[config.mk]
export PLATFORM = sky130hd
export DESIGN_NAME = multicycle_ctrl
export DESIGN_NICKNAME = d
export VERILOG_FILES = /design/src/rtl/ctrl_pkg.sv /design/src/rtl/mem_wait_timer.sv /design/src/rtl/multicycle_ctrl.sv
export SDC_FILE = /design/constraint.sdc
export NUM_CORES = 1
export LEC_CHECK = 0
export ABC_AREA = 0
export CAP_MARGIN = 5
export CORE_MARGIN = 2
export CORE_UTILIZATION = 50
export CTS_BUF_LIST = sky130_fd_sc_hd__clkbuf_8
export DETAILED_ROUTE_END_ITERATION = 8
export GPL_TIMING_DRIVEN = 0
export PLACE_DENSITY = 0.77
export SLEW_MARGIN = 20
export SYNTH_ARGS = -nofsm -noshare
export SYNTH_HDL_FRONTEND = slang
export SYNTH_SLANG_ARGS = --single-unit
[constraint.sdc]
create_clock -name clk -period 2.49 [get_ports clk]
set_input_delay 0.249 -clock clk [delete_from_list [all_inputs] [get_ports clk]]
set_output_delay 0.249 -clock clk [all_outputs]
set_load 0.03 [all_outputs]
[src/rtl/ctrl_pkg.sv]
// rtl/ctrl_pkg.sv - shared encodings for the multi-cycle control sequencer
package ctrl_pkg;

  // Sequencer state encodings (visible on the state port)
  localparam logic [2:0] ST_IDLE   = 3'd0;
  localparam logic [2:0] ST_FETCH  = 3'd1;
  localparam logic [2:0] ST_DECODE = 3'd2;
  localparam logic [2:0] ST_EXEC   = 3'd3;
  localparam logic [2:0] ST_MEM    = 3'd4;
  localparam logic [2:0] ST_WB     = 3'd5;
  localparam logic [2:0] ST_HALT   = 3'd6;
  localparam logic [2:0] ST_ERR    = 3'd7;

  // Major opcodes the sequencer distinguishes
  localparam logic [6:0] OP_LOAD   = 7'b0000011;
  localparam logic [6:0] OP_STORE  = 7'b0100011;
  localparam logic [6:0] OP_BRANCH = 7'b1100011;
  localparam logic [6:0] OP_JAL    = 7'b1101111;
  localparam logic [6:0] OP_JALR   = 7'b1100111;

  // Next-PC mux select
  localparam logic [1:0] PC_PLUS4 = 2'b00;
  localparam logic [1:0] PC_IMM   = 2'b01;
  localparam logic [1:0] PC_ALU   = 2'b10;

  // Register-file write-back mux select
  localparam logic [1:0] WB_ALU = 2'b00;
  localparam logic [1:0] WB_MEM = 2'b01;
  localparam logic [1:0] WB_PC4 = 2'b10;

  // States in which the datapath is doing useful work (counted by cycle_cnt)
  function automatic logic is_active(input logic [2:0] s);
    return (s >= ST_FETCH) && (s <= ST_WB);
  endfunction

endpackage

[src/rtl/mem_wait_timer.sv]
// rtl/mem_wait_timer.sv - bounded wait counter shared by instruction and data fetch
module mem_wait_timer #(
  parameter int LIMIT = 255
) (
  input  logic clk,
  input  logic clear,
  input  logic count,
  output logic limit
);

  localparam int W = (LIMIT < 2) ? 1 : $clog2(LIMIT);

  logic [W-1:0] cnt;

  // Counts cycles a request waits without ready; holds once the limit is reached
  always_ff @(posedge clk) begin
    if (clear) begin
      cnt <= '0;
    end else if (count && !limit) begin
      cnt <= cnt + W'(1);
    end
  end

  // limit is high on the LIMIT-th waiting cycle, so a still-low ready then times out
  assign limit = (cnt >= W'(LIMIT - 1));

endmodule

[src/rtl/multicycle_ctrl.sv]
// rtl/multicycle_ctrl.sv - multi-cycle fetch/decode/execute/memory/write-back sequencer
module multicycle_ctrl
  import ctrl_pkg::*;
#(
  parameter int MEM_TIMEOUT = 255,
  parameter int CNT_W       = 32
) (
  input  logic             clk,
  input  logic             rst,
  input  logic             start,
  output logic             imem_req,
  input  logic             imem_ready,
  output logic             ir_we,
  input  logic [6:0]       op,
  input  logic             is_load,
  input  logic             is_store,
  input  logic             is_halt,
  input  logic             reg_we,
  input  logic             br_taken,
  output logic             dmem_req,
  output logic             dmem_we,
  input  logic             dmem_ready,
  output logic             pc_we,
  output logic [1:0]       pc_sel,
  output logic             rf_we,
  output logic [1:0]       wb_sel,
  output logic [2:0]       state,
  output logic             halted,
  output logic             bus_err,
  output logic [CNT_W-1:0] cycle_cnt,
  output logic [CNT_W-1:0] instret_cnt
);

  logic [2:0]       state_q;
  logic [2:0]       state_d;
  logic             retire;
  logic             wait_clear;
  logic             wait_count;
  logic             wait_limit;
  logic [CNT_W-1:0] cycle_q;
  logic [CNT_W-1:0] instret_q;

  // Restart the wait count on every state change so each FETCH/MEM visit starts at zero
  assign wait_clear = rst || (state_d != state_q);
  assign wait_count = ((state_q == ST_FETCH) && !imem_ready) ||
                      ((state_q == ST_MEM)   && !dmem_ready);

  mem_wait_timer #(
    .LIMIT (MEM_TIMEOUT)
  ) u_wait (
    .clk   (clk),
    .clear (wait_clear),
    .count (wait_count),
    .limit (wait_limit)
  );

  // Next state and all datapath strobes, decoded from the registered state
  always_comb begin
    state_d  = state_q;
    imem_req = 1'b0;
    ir_we    = 1'b0;
    dmem_req = 1'b0;
    dmem_we  = 1'b0;
    pc_we    = 1'b0;
    pc_sel   = PC_PLUS4;
    rf_we    = 1'b0;
    wb_sel   = WB_ALU;
    retire   = 1'b0;
    case (state_q)
      ST_IDLE: begin
        if (start) state_d = ST_FETCH;
      end
      ST_FETCH: begin
        imem_req = 1'b1;
        if (imem_ready) begin
          ir_we   = 1'b1;
          state_d = ST_DECODE;
        end else if (wait_limit) begin
          state_d = ST_ERR;
        end
      end
      ST_DECODE: begin
        if (is_halt) begin
          retire  = 1'b1;
          state_d = ST_HALT;
        end else begin
          state_d = ST_EXEC;
        end
      end
      ST_EXEC: begin
        state_d = (is_load || is_store) ? ST_MEM : ST_WB;
      end
      ST_MEM: begin
        dmem_req = 1'b1;
        dmem_we  = is_store;
        if (dmem_ready) begin
          if (is_store) begin
            // Stores have nothing to write back, so they commit straight from MEM
            pc_we   = 1'b1;
            retire  = 1'b1;
            state_d = ST_FETCH;
          end else begin
            state_d = ST_WB;
          end
        end else if (wait_limit) begin
          state_d = ST_ERR;
        end
      end
      ST_WB: begin
        rf_we   = reg_we;
        pc_we   = 1'b1;
        retire  = 1'b1;
        state_d = ST_FETCH;
        case (op)
          OP_JAL:    pc_sel = PC_IMM;
          OP_JALR:   pc_sel = PC_ALU;
          OP_BRANCH: pc_sel = br_taken ? PC_IMM : PC_PLUS4;
          default:   pc_sel = PC_PLUS4;
        endcase
        if (is_load) begin
          wb_sel = WB_MEM;
        end else if ((op == OP_JAL) || (op == OP_JALR)) begin
          wb_sel = WB_PC4;
        end
      end
      default: begin
        // HALT and ERR are sticky until reset
        state_d = state_q;
      end
    endcase
  end

  // State register and performance counters
  always_ff @(posedge clk) begin
    if (rst) begin
      state_q   <= ST_IDLE;
      cycle_q   <= '0;
      instret_q <= '0;
    end else begin
      state_q <= state_d;
      if (is_active(state_q)) cycle_q <= cycle_q + CNT_W'(1);
      if (retire) instret_q <= instret_q + CNT_W'(1);
    end
  end

  assign state       = state_q;
  assign halted      = (state_q == ST_HALT) || (state_q == ST_ERR);
  assign bus_err     = (state_q == ST_ERR);
  assign cycle_cnt   = cycle_q;
  assign instret_cnt = instret_q;

endmodule

* Yosys cells after proc, flatten, opt, wreduce, memory -nomap -nowiden
Cells that the tools add are included.
** Operators by class
- Shift operators :: 0
- Reduce and logical (&&, ||, !) cells :: 13
- Add/subtract/negate cells :: 3
- Muxes and demuxes :: 25
- Div/mod/pow operators :: 0
- Bitwise gates (word level) :: 0
- $lt $le $gt $ge :: 3
- Eq/ne operators :: 11
- $mul :: 0
** Operators by type and width (number)
- $add A32 B1 Y32 const B :: 2
- $eq A7 B7 Y1 const B :: 3
- $mux W3 :: 6
- $pmux W3 S6 :: 1
- $eq A3 B3 Y1 const B :: 4
- $mux W1 :: 11
- $add A8 B1 Y8 const B :: 1
- $ge A8 B8 Y1 const B :: 1
- $mux W2 :: 4
- $eq A3 B2 Y1 const B :: 2
- $pmux W2 S3 :: 1
- $logic_or A1 B1 Y1 :: 5
- $logic_and A1 B1 Y1 :: 4
- $eq A3 B1 Y1 const B :: 1
- $ge A3 B1 Y1 const B :: 1
- $le A3 B3 Y1 const B :: 1
- $logic_not A1 Y1 :: 3
- $logic_not A3 Y1 :: 1
- $ne A3 B3 Y1 :: 1
- $pmux W1 S3 :: 1
- $pmux W1 S2 :: 1
** Storage, ports and cells
- Bits of input ports :: 17
- Output and inout bits :: 79
- Memory bits (writable) :: 0
- Bits in read-only memories :: 0
- Memories :: 0
- Bits in registers :: 75
- Latch bits :: 0

* Longest topological paths before layout
Gate-level depths: netlist (run 1).
- Word-level depth :: 6
- Gate-level depth with buffers :: 7

* Cells and area by module
From an unflattened synthesis (run 1), not the netlist that was laid out.
** Unflattened totals
- Cells, all modules :: 499
- Area, all modules :: 4132.7 µm²
** By module, submodules not included
- multicycle_ctrl :: area each 3711.1 µm², times used 1, cells an instance 449
- mem_wait_timer :: area each 421.7 µm², times used 1, cells an instance 50

* Least setup slack after synthesis (run 1)
Ideal clock, no wire load.
- Path type :: flip-flop to output port
- From :: reg state_q[0], in the netlist state[0]
- To :: out pc_sel[0]
- Required time :: 2.241 ns
- Cell stages (with the launch flop) :: 5
- Arrival time :: 2.081 ns
- Slack :: 0.160 ns
- Cell sequence :: dfxtp_1 > buf_4 > clkbuf_1 > nand2_1 > nor4_1
** Between the ends
- Longest elaborated chain between the ends :: 2
** RTL lines
- start: declaration :: RTL line multicycle_ctrl.sv:34 : logic [2:0] state_q;
- start signal: assignment :: RTL line multicycle_ctrl.sv:140 : state_q <= state_d;
- $eq A3 B3 Y1 :: RTL line multicycle_ctrl.sv:69 : case (state_q)
- $mux W2 :: RTL line multicycle_ctrl.sv:69
- end: declaration :: RTL line multicycle_ctrl.sv:24 : output logic [1:0] pc_sel,
Every way passes these cells.

* Final worst setup path (run 1)
- From :: reg state_q[2], in the netlist state[2]
- To :: out dmem_we
** Between the ends
- Longest elaborated chain between the ends :: 2
** RTL lines
- $eq A3 B3 Y1 :: RTL line multicycle_ctrl.sv:69
- $mux W1 :: RTL line multicycle_ctrl.sv:69
- end: declaration :: RTL line multicycle_ctrl.sv:21 : output logic dmem_we,
Every way passes these cells.

==> results.md, run 1 <==
- Status: finished, final reports clean
- Clock Tree Buf Depth: 2
- GRT Total Usage: 0.250
- Cell row count: 33
- CP Launch Type: flip-flop
- Synth area leaders: dfxtp_1, mux2_2, a21oi_1, nor4_1, nor2b_1
- Dpl hpwl: 8.17 mm
- Via Count: about 4,300
- Initial Utilization: 0.514
- Synthesized cell area: 0.00422 sq mm
- Leakage Power: 1.87 nW
- CTS Buf Count: 9
- CTS tree: yes
- Root Buffer: clkbuf_8
- DR WL/cell: 15.6 microns
- Number of enable flip-flop cells after synthesis: 0
- Area growth syn-to-layout: 30.9%
- Worst hold path type: flip-flop to flip-flop
- DRC Markers: 0
- Final hold vios: 0
- Synth Flop Type: dfxtp_1
- Gr ovfl total: 0
- Die width: 95.9 microns
- Clock sink count: 75
- Post-route clock period utilization: 0.948
- Clock skew: around 0.011 ns
- Non-Filler Instances: 718
- Max-slew headroom: 0.600
- Routed vias/inst: ~6.0
- Pins Over Slew Limit: 0
- Tightest Pin Transition: 0.599 ns
- Reg clk slew, reported paths: 0.08 ns
- First-pass GRT wire length: about 18 mm
- Max rail drop VDD: 0.327 mV
- Setup TNS: 0 ns
- Mean post-synth cell area: 8.39 sq um
- DRT antenna net count: 0
- Ratio of cells with drive above 1 in the final layout: 0.108
- Worst setup EP type: primary output
- Top-count cell post-synth: dfxtp_1
- Setup violations, final: 0
- Fmax: 424 MHz
- Max-Cap Viols: 0
- YS warnings: 0
- Placed inst area: around 0.0053 sq mm
- Area of the multi-input gates: 0.00251 sq mm
- CTS H-tree depth: 3
- Drt pass-1 iters: 6
- Vias in the first global route: 3,908
- # fillers: 704
- Num ports: 96
- Yosys cell types: 53
- Post-synthesis register bit count: 75
- Die span in y: 95.9 microns
- Data required, critical path: about 2.2 ns
- Core footprint: 0.00822 sq mm
- Register area: ~0.0015 sq mm
- Sequential fraction of the synthesis area: 0.356
- Final instance area: 0.00553 sq mm
- Power per cell area: roughly 460 mW/mm^2
- Yosys top cell area share: 0.356
- Initial antenna violation count: 0
- Post-synth top cells: dfxtp_1, nor2_1, a21oi_1
- Post-layout min period: 2.36 ns
- Kind of critical path: flip-flop to primary output
- Post-Syn Instances: 503
- Critical Path Fanout Max: 10
- Worst-Skew Late Latency: 0.34 ns
- RSZ-0062 raised after global routing: false
- Hold slack: a little over 0.5 ns
- Placer congestion estimate: around 0.88
- Routed WL: ~11 mm
- Die area: just over 0.009 sq mm
- Worst path arrival time: roughly 2.1 ns
- Syn_nets: between 500 and 600
- Placed cells: 703
- Largest net degree at the start of global routing: 13
- Synth area leader: dfxtp_1
- Asr flop ratio synth: 0
- Final nets: 630
- Number of DRC markers in iteration 0: 250
- PortBufs: 95
- Final antenna diode count: 0
## cells in the final DEF (no fill, tap or decap), types with 3 or more instances in the layout
master           instances
a211oi_1                 4
a21oi_1                 34
and2_1                   9
and3_1                   9
and4_1                  12
buf_2                    5
clkbuf_1                16
clkbuf_2                 5
clkbuf_8                10
clkdlybuf4s50_1         92
dfxtp_1                 74
ha_1                     4
inv_1                   14
mux2_2                  26
mux2i_1                  4
nand2_1                 25
nand2b_1                 3
nand3_1                 23
nand4_1                 21
nor2_1                  42
nor2b_1                 26
nor3_1                   7
nor4_1                  27
o21ai_0                 16
o31ai_1                 19
or3_1                   15
or4_1                   19
xor2_1                   7
## layer usage
layer / wire length [microns] / up-vias / global-route usage / part of all wire
met3: 515 / 15 / 0.0384 / 0.046
met2: 5510 / 132 / 0.413 / 0.49
met5: 0 / - / 0 / 0
li1: - / 2095 / - / -
met1: 4990 / 2048 / 0.336 / 0.45
met4: 159 / 0 / 0.0774 / 0.014
## timing repair
item | 4_1_cts | 5_1_grt
resized for setup | 3 | 4
endpoints found under the setup margin | 4 | 3
setup buffers | 0 | 0
hold buffers | 0 | 0
hold endpoints to repair | 0 | 0
## power breakdown
part	total (mW)	switching, mW	internal [mW]	leakage [nW]
Clock	1.04	0.456	0.583	0.108
Sequential	1.23	0.0203	1.21	0.605
Combinational	0.285	0.173	0.113	1.16
## logic make-up (layout without fill, tap and decap cells)
family | count (synthesis) | in the layout | synth area share
AND/OR/NAND/NOR | 250 | 250 | 0.352
multiplexers | 30 | 30 | 0.0788
AO/OA/AOI/OAI | 89 | 89 | 0.135
adder cells (fa/ha/maj) | 4 | 4 | 0.0119
XOR/XNOR | 9 | 9 | 0.0187
buffers and inverters | 46 | 156 | 0.0486
flip-flops | 75 | 75 | 0.356
## per-stage QoR
stage / utilization / power, mW / setup WS, ns
after floorplan: - / 1.43 / 0.160
after global placement: 0.646 / 1.53 / 0.117
after detailed placement: 0.646 / 1.54 / 0.120
after CTS: 0.672 / 2.57 / 0.0897
after global routing: 0.673 / 2.64 / 0.0196
final: 0.673 / 2.56 / 0.129
## critical path, stage by stage, from the launching register on
cell and delay (ns):
dfxtp_2 0.44, clkbuf_2 0.24, nand2b_1 0.09, nor2_1 0.16, and2_1 0.16, clkdlybuf4s50_1 0.67
## state kept, by name, summed over array words and instances (netlist names)
register / cells
cycle_cnt: 32
instret_cnt: 32
u_wait.cnt: 8
state: 3
## final cells by class
cell class,count,share of cell area
Multi-Input combinational cell,382,0.455
Tap cell,105,0.0238
Clock inverter,5,0.0140
Inverter,14,0.00951
Sequential cell,75,0.272
Clock buffer,10,0.0249
Buffer,32,0.0281
Timing Repair Buffer,95,0.173
## final timing paths
| kind | from | to | slack (ns) | depth (start not counted) |
|---|---|---|---|---|
| hold reg to reg | instret_cnt[13]$_SDFFE_PP0P_ | instret_cnt[13]$_SDFFE_PP0P_ | 0.50 | 2 |
| setup reg to reg | instret_cnt[2]$_SDFFE_PP0P_ | instret_cnt[28]$_SDFFE_PP0P_ | 0.35 | 5 |
| hold / removal | instret_cnt[13]$_SDFFE_PP0P_ | instret_cnt[13]$_SDFFE_PP0P_ | 0.50 | 2 |
| setup / recovery | state[2]$_SDFF_PP0_ | dmem_we | 0.13 | 5 |
Note: power is estimated with default switching activity, not from simulation.
==> run 2: changes to the inputs <==
--- a/config.mk
+++ b/config.mk
@@ -8,11 +8,11 @@
 export ABC_AREA = 0
 export CAP_MARGIN = 5
 export CORE_MARGIN = 2
-export CORE_UTILIZATION = 50
+export CORE_UTILIZATION = 52
 export CTS_BUF_LIST = sky130_fd_sc_hd__clkbuf_8
 export DETAILED_ROUTE_END_ITERATION = 8
 export GPL_TIMING_DRIVEN = 0
-export PLACE_DENSITY = 0.77
+export PLACE_DENSITY = 0.86
 export SLEW_MARGIN = 20
 export SYNTH_ARGS = -nofsm -noshare
 export SYNTH_HDL_FRONTEND = slang
==> results.md, run 2 (synthesis results as in run 1) <==
- Status: finished, final reports clean (unchanged)
- Initial Utilization: 0.541 (was 0.514)
- Placed inst area: 0.00530 sq mm (about the same)
- CP Launch Type: flip-flop (unchanged)
- Final nets: 630 (unchanged)
- Number of DRC markers in iteration 0: 259 (was 250)
- PortBufs: 95 (unchanged)
- Largest net degree at the start of global routing: 13 (unchanged)
- Most common cell after layout, fill and taps aside: clkdlybuf4s50_1 (unchanged)
- Die width: 94.1 microns (was 95.9 microns)
- Commonest cells after routing, fill and taps aside: clkdlybuf4s50_1, dfxtp_1, nor2_1 (unchanged)
- Initial antenna violation count: 0 (unchanged)
- Met1 Track Usage GR: 0.341 (was 0.336)
- Die area: 0.00885 sq mm (was 0.00919 sq mm)
- Fmax: 421 MHz (was 424 MHz)
- Via Count: 4,319 (was 4,290)
- CTS Buf Count: 9 (unchanged)
- Power per cell area: 450 mW/mm^2 (was 462 mW/mm^2)
- Data required, critical path: 2.24 ns (about the same)
- Setup TNS: 0 ns (unchanged)
- Clock sink count: 75 (unchanged)
- Pins Over Slew Limit: 0 (unchanged)
- Core footprint: 0.00781 sq mm (was 0.00822 sq mm)
- Worst hold path type: flip-flop to flip-flop (unchanged)
- Final antenna diode count: 0 (unchanged)
- Cell row count: 32 (was 33)
- Final instance area: 0.00551 sq mm (was 0.00553 sq mm)
- FF-to-FF setup slack: 0.29 ns (was 0.35 ns)
- GRT Total Usage: 0.257 (was 0.250)
- Grt met3 use: 0.0321 (was 0.0384)
- Placer congestion estimate: 0.859 (was 0.882)
- Final core occ: 0.705 (was 0.673)
- Grt peak-use layer: met2 (unchanged)
- Ratio of cells with drive above 1 in the final layout: 0.104 (was 0.108)
- RSZ-0062 raised after global routing: false (unchanged)
- Routed WL: 11.1 mm (was 11.2 mm)
- Critical Path Fanout Max: 10 (unchanged)
- # fillers: 646 (was 704)
- Num ports: 96 (unchanged)
- Worst-Skew Late Latency: 0.35 ns (was 0.34 ns)
- CTS tree: yes (unchanged)
- DRC Markers: 0 (unchanged)
- Leakage Power: 1.83 nW (was 1.87 nW)
- Gr ovfl total: 0 (unchanged)
- Clock skew: 0.0106 ns (was 0.0108 ns)
- Non-Filler Instances: 716 (was 718)
- Vias in the first global route: 4,045 (was 3,908)
- Root Buffer: clkbuf_8 (unchanged)
- Kind of critical path: flip-flop to primary output (unchanged)
- Worst path arrival time: 2.13 ns (was 2.11 ns)
- Worst setup EP type: primary output (unchanged)
- Register area: 0.00150 sq mm (unchanged)
- Die span in y: 94.1 microns (was 95.9 microns)
- Max rail drop VDD: 0.238 mV (was 0.327 mV)
- Met2 Use GR: 0.440 (was 0.413)
- Area growth syn-to-layout: 30.4% (was 30.9%)
- Routed vias/inst: 6.03 (was 5.97)
- Final hold vios: 0 (unchanged)
- Max-slew headroom: 0.593 (was 0.600)
- Tightest Pin Transition: 0.610 ns (was 0.599 ns)
- Clock Tree Buf Depth: 2 (unchanged)
- Max-Cap Viols: 0 (unchanged)
- DRT antenna net count: 0 (unchanged)
- CTS H-tree depth: 3 (unchanged)
- Reg clk slew, reported paths: 0.07 ns (was 0.08 ns)
- Dpl hpwl: 8.11 mm (was 8.17 mm)
- Post-layout min period: 2.37 ns (was 2.36 ns)
- Overall Power: 2.48 mW (was 2.56 mW)
- Placed cells: 700 (was 703)
- Post-route clock period utilization: 0.954 (was 0.948)
- Drt pass-1 iters: 6 (unchanged)
- Setup violations, final: 0 (unchanged)
- Area of the multi-input gates: 0.00251 sq mm (unchanged)
- First-pass GRT wire length: 18.7 mm (was 18.4 mm)
- DR WL/cell: 15.5 microns (was 15.6 microns)
-- run 2: worst paths after layout --
check / to / start / cells after the start
worst max-delay path: bus_err / state[1]$_SDFF_PP0_ / 4
worst min-delay path: instret_cnt[23]$_SDFFE_PP0P_ / instret_cnt[23]$_SDFFE_PP0P_ / 2
worst max register to register: cycle_cnt[31]$_SDFFE_PP0P_ / cycle_cnt[11]$_SDFFE_PP0P_ / 5
worst min register to register: instret_cnt[23]$_SDFFE_PP0P_ / instret_cnt[23]$_SDFFE_PP0P_ / 2
-- run 2: final cells by class --
cell class | instances | share of cell area
plain buffers | 32 | 0.0279
clock buffers | 11 | 0.0275
clock inverters | 5 | 0.00977
inverters | 14 | 0.00954
multi-input cells | 382 | 0.457
flip-flops and latches | 75 | 0.273
well taps | 102 | 0.0232
repair buffers | 95 | 0.172
-- run 2: repair_timing --
action | 4_1_cts | 5_1_grt
gates resized for setup | 1 | 3
setup endpoints to repair | 1 | 3
setup buffers | 0 | 0
hold buffers | 0 | 0
cloned | 0 | 0
-- run 2: where the power goes --
| part | internal, mW | total [mW] | switching (mW) | leakage [nW] |
|---|---|---|---|---|
| combinational | 0.112 | 0.284 | 0.172 | 1.12 |
| clock | 0.513 | 0.962 | 0.449 | 0.108 |
| sequential | 1.21 | 1.23 | 0.0203 | 0.605 |
| total | 1.84 | 2.48 | 0.641 | 1.83 |
-- run 2: per-stage QoR --
| stage | setup slack, ns | hold slack, ns |
|---|---|---|
| floorplan | 0.160 | 0.442 |
| finish | 0.115 | 0.505 |
| CTS | 0.00410 | 0.498 |
| global route | 0.00361 | 0.516 |
| detailed placement | 0.0357 | 0.488 |
| global placement | 0.106 | 0.471 |
-- run 2: worst max-delay path, stage by stage (launching register included) --
cell and delay [ns]:
dfxtp_1 0.33, buf_2 0.23, clkbuf_1 0.34, and3_1 0.21, clkdlybuf4s50_1 0.68
-- run 2: metal layers --
layer | share of wire | vias up
li1 | - | 2094
met1 | 0.45 | 2071
met2 | 0.50 | 143
met3 | 0.046 | 11
met4 | 0.0087 | 0
met5 | 0 | -
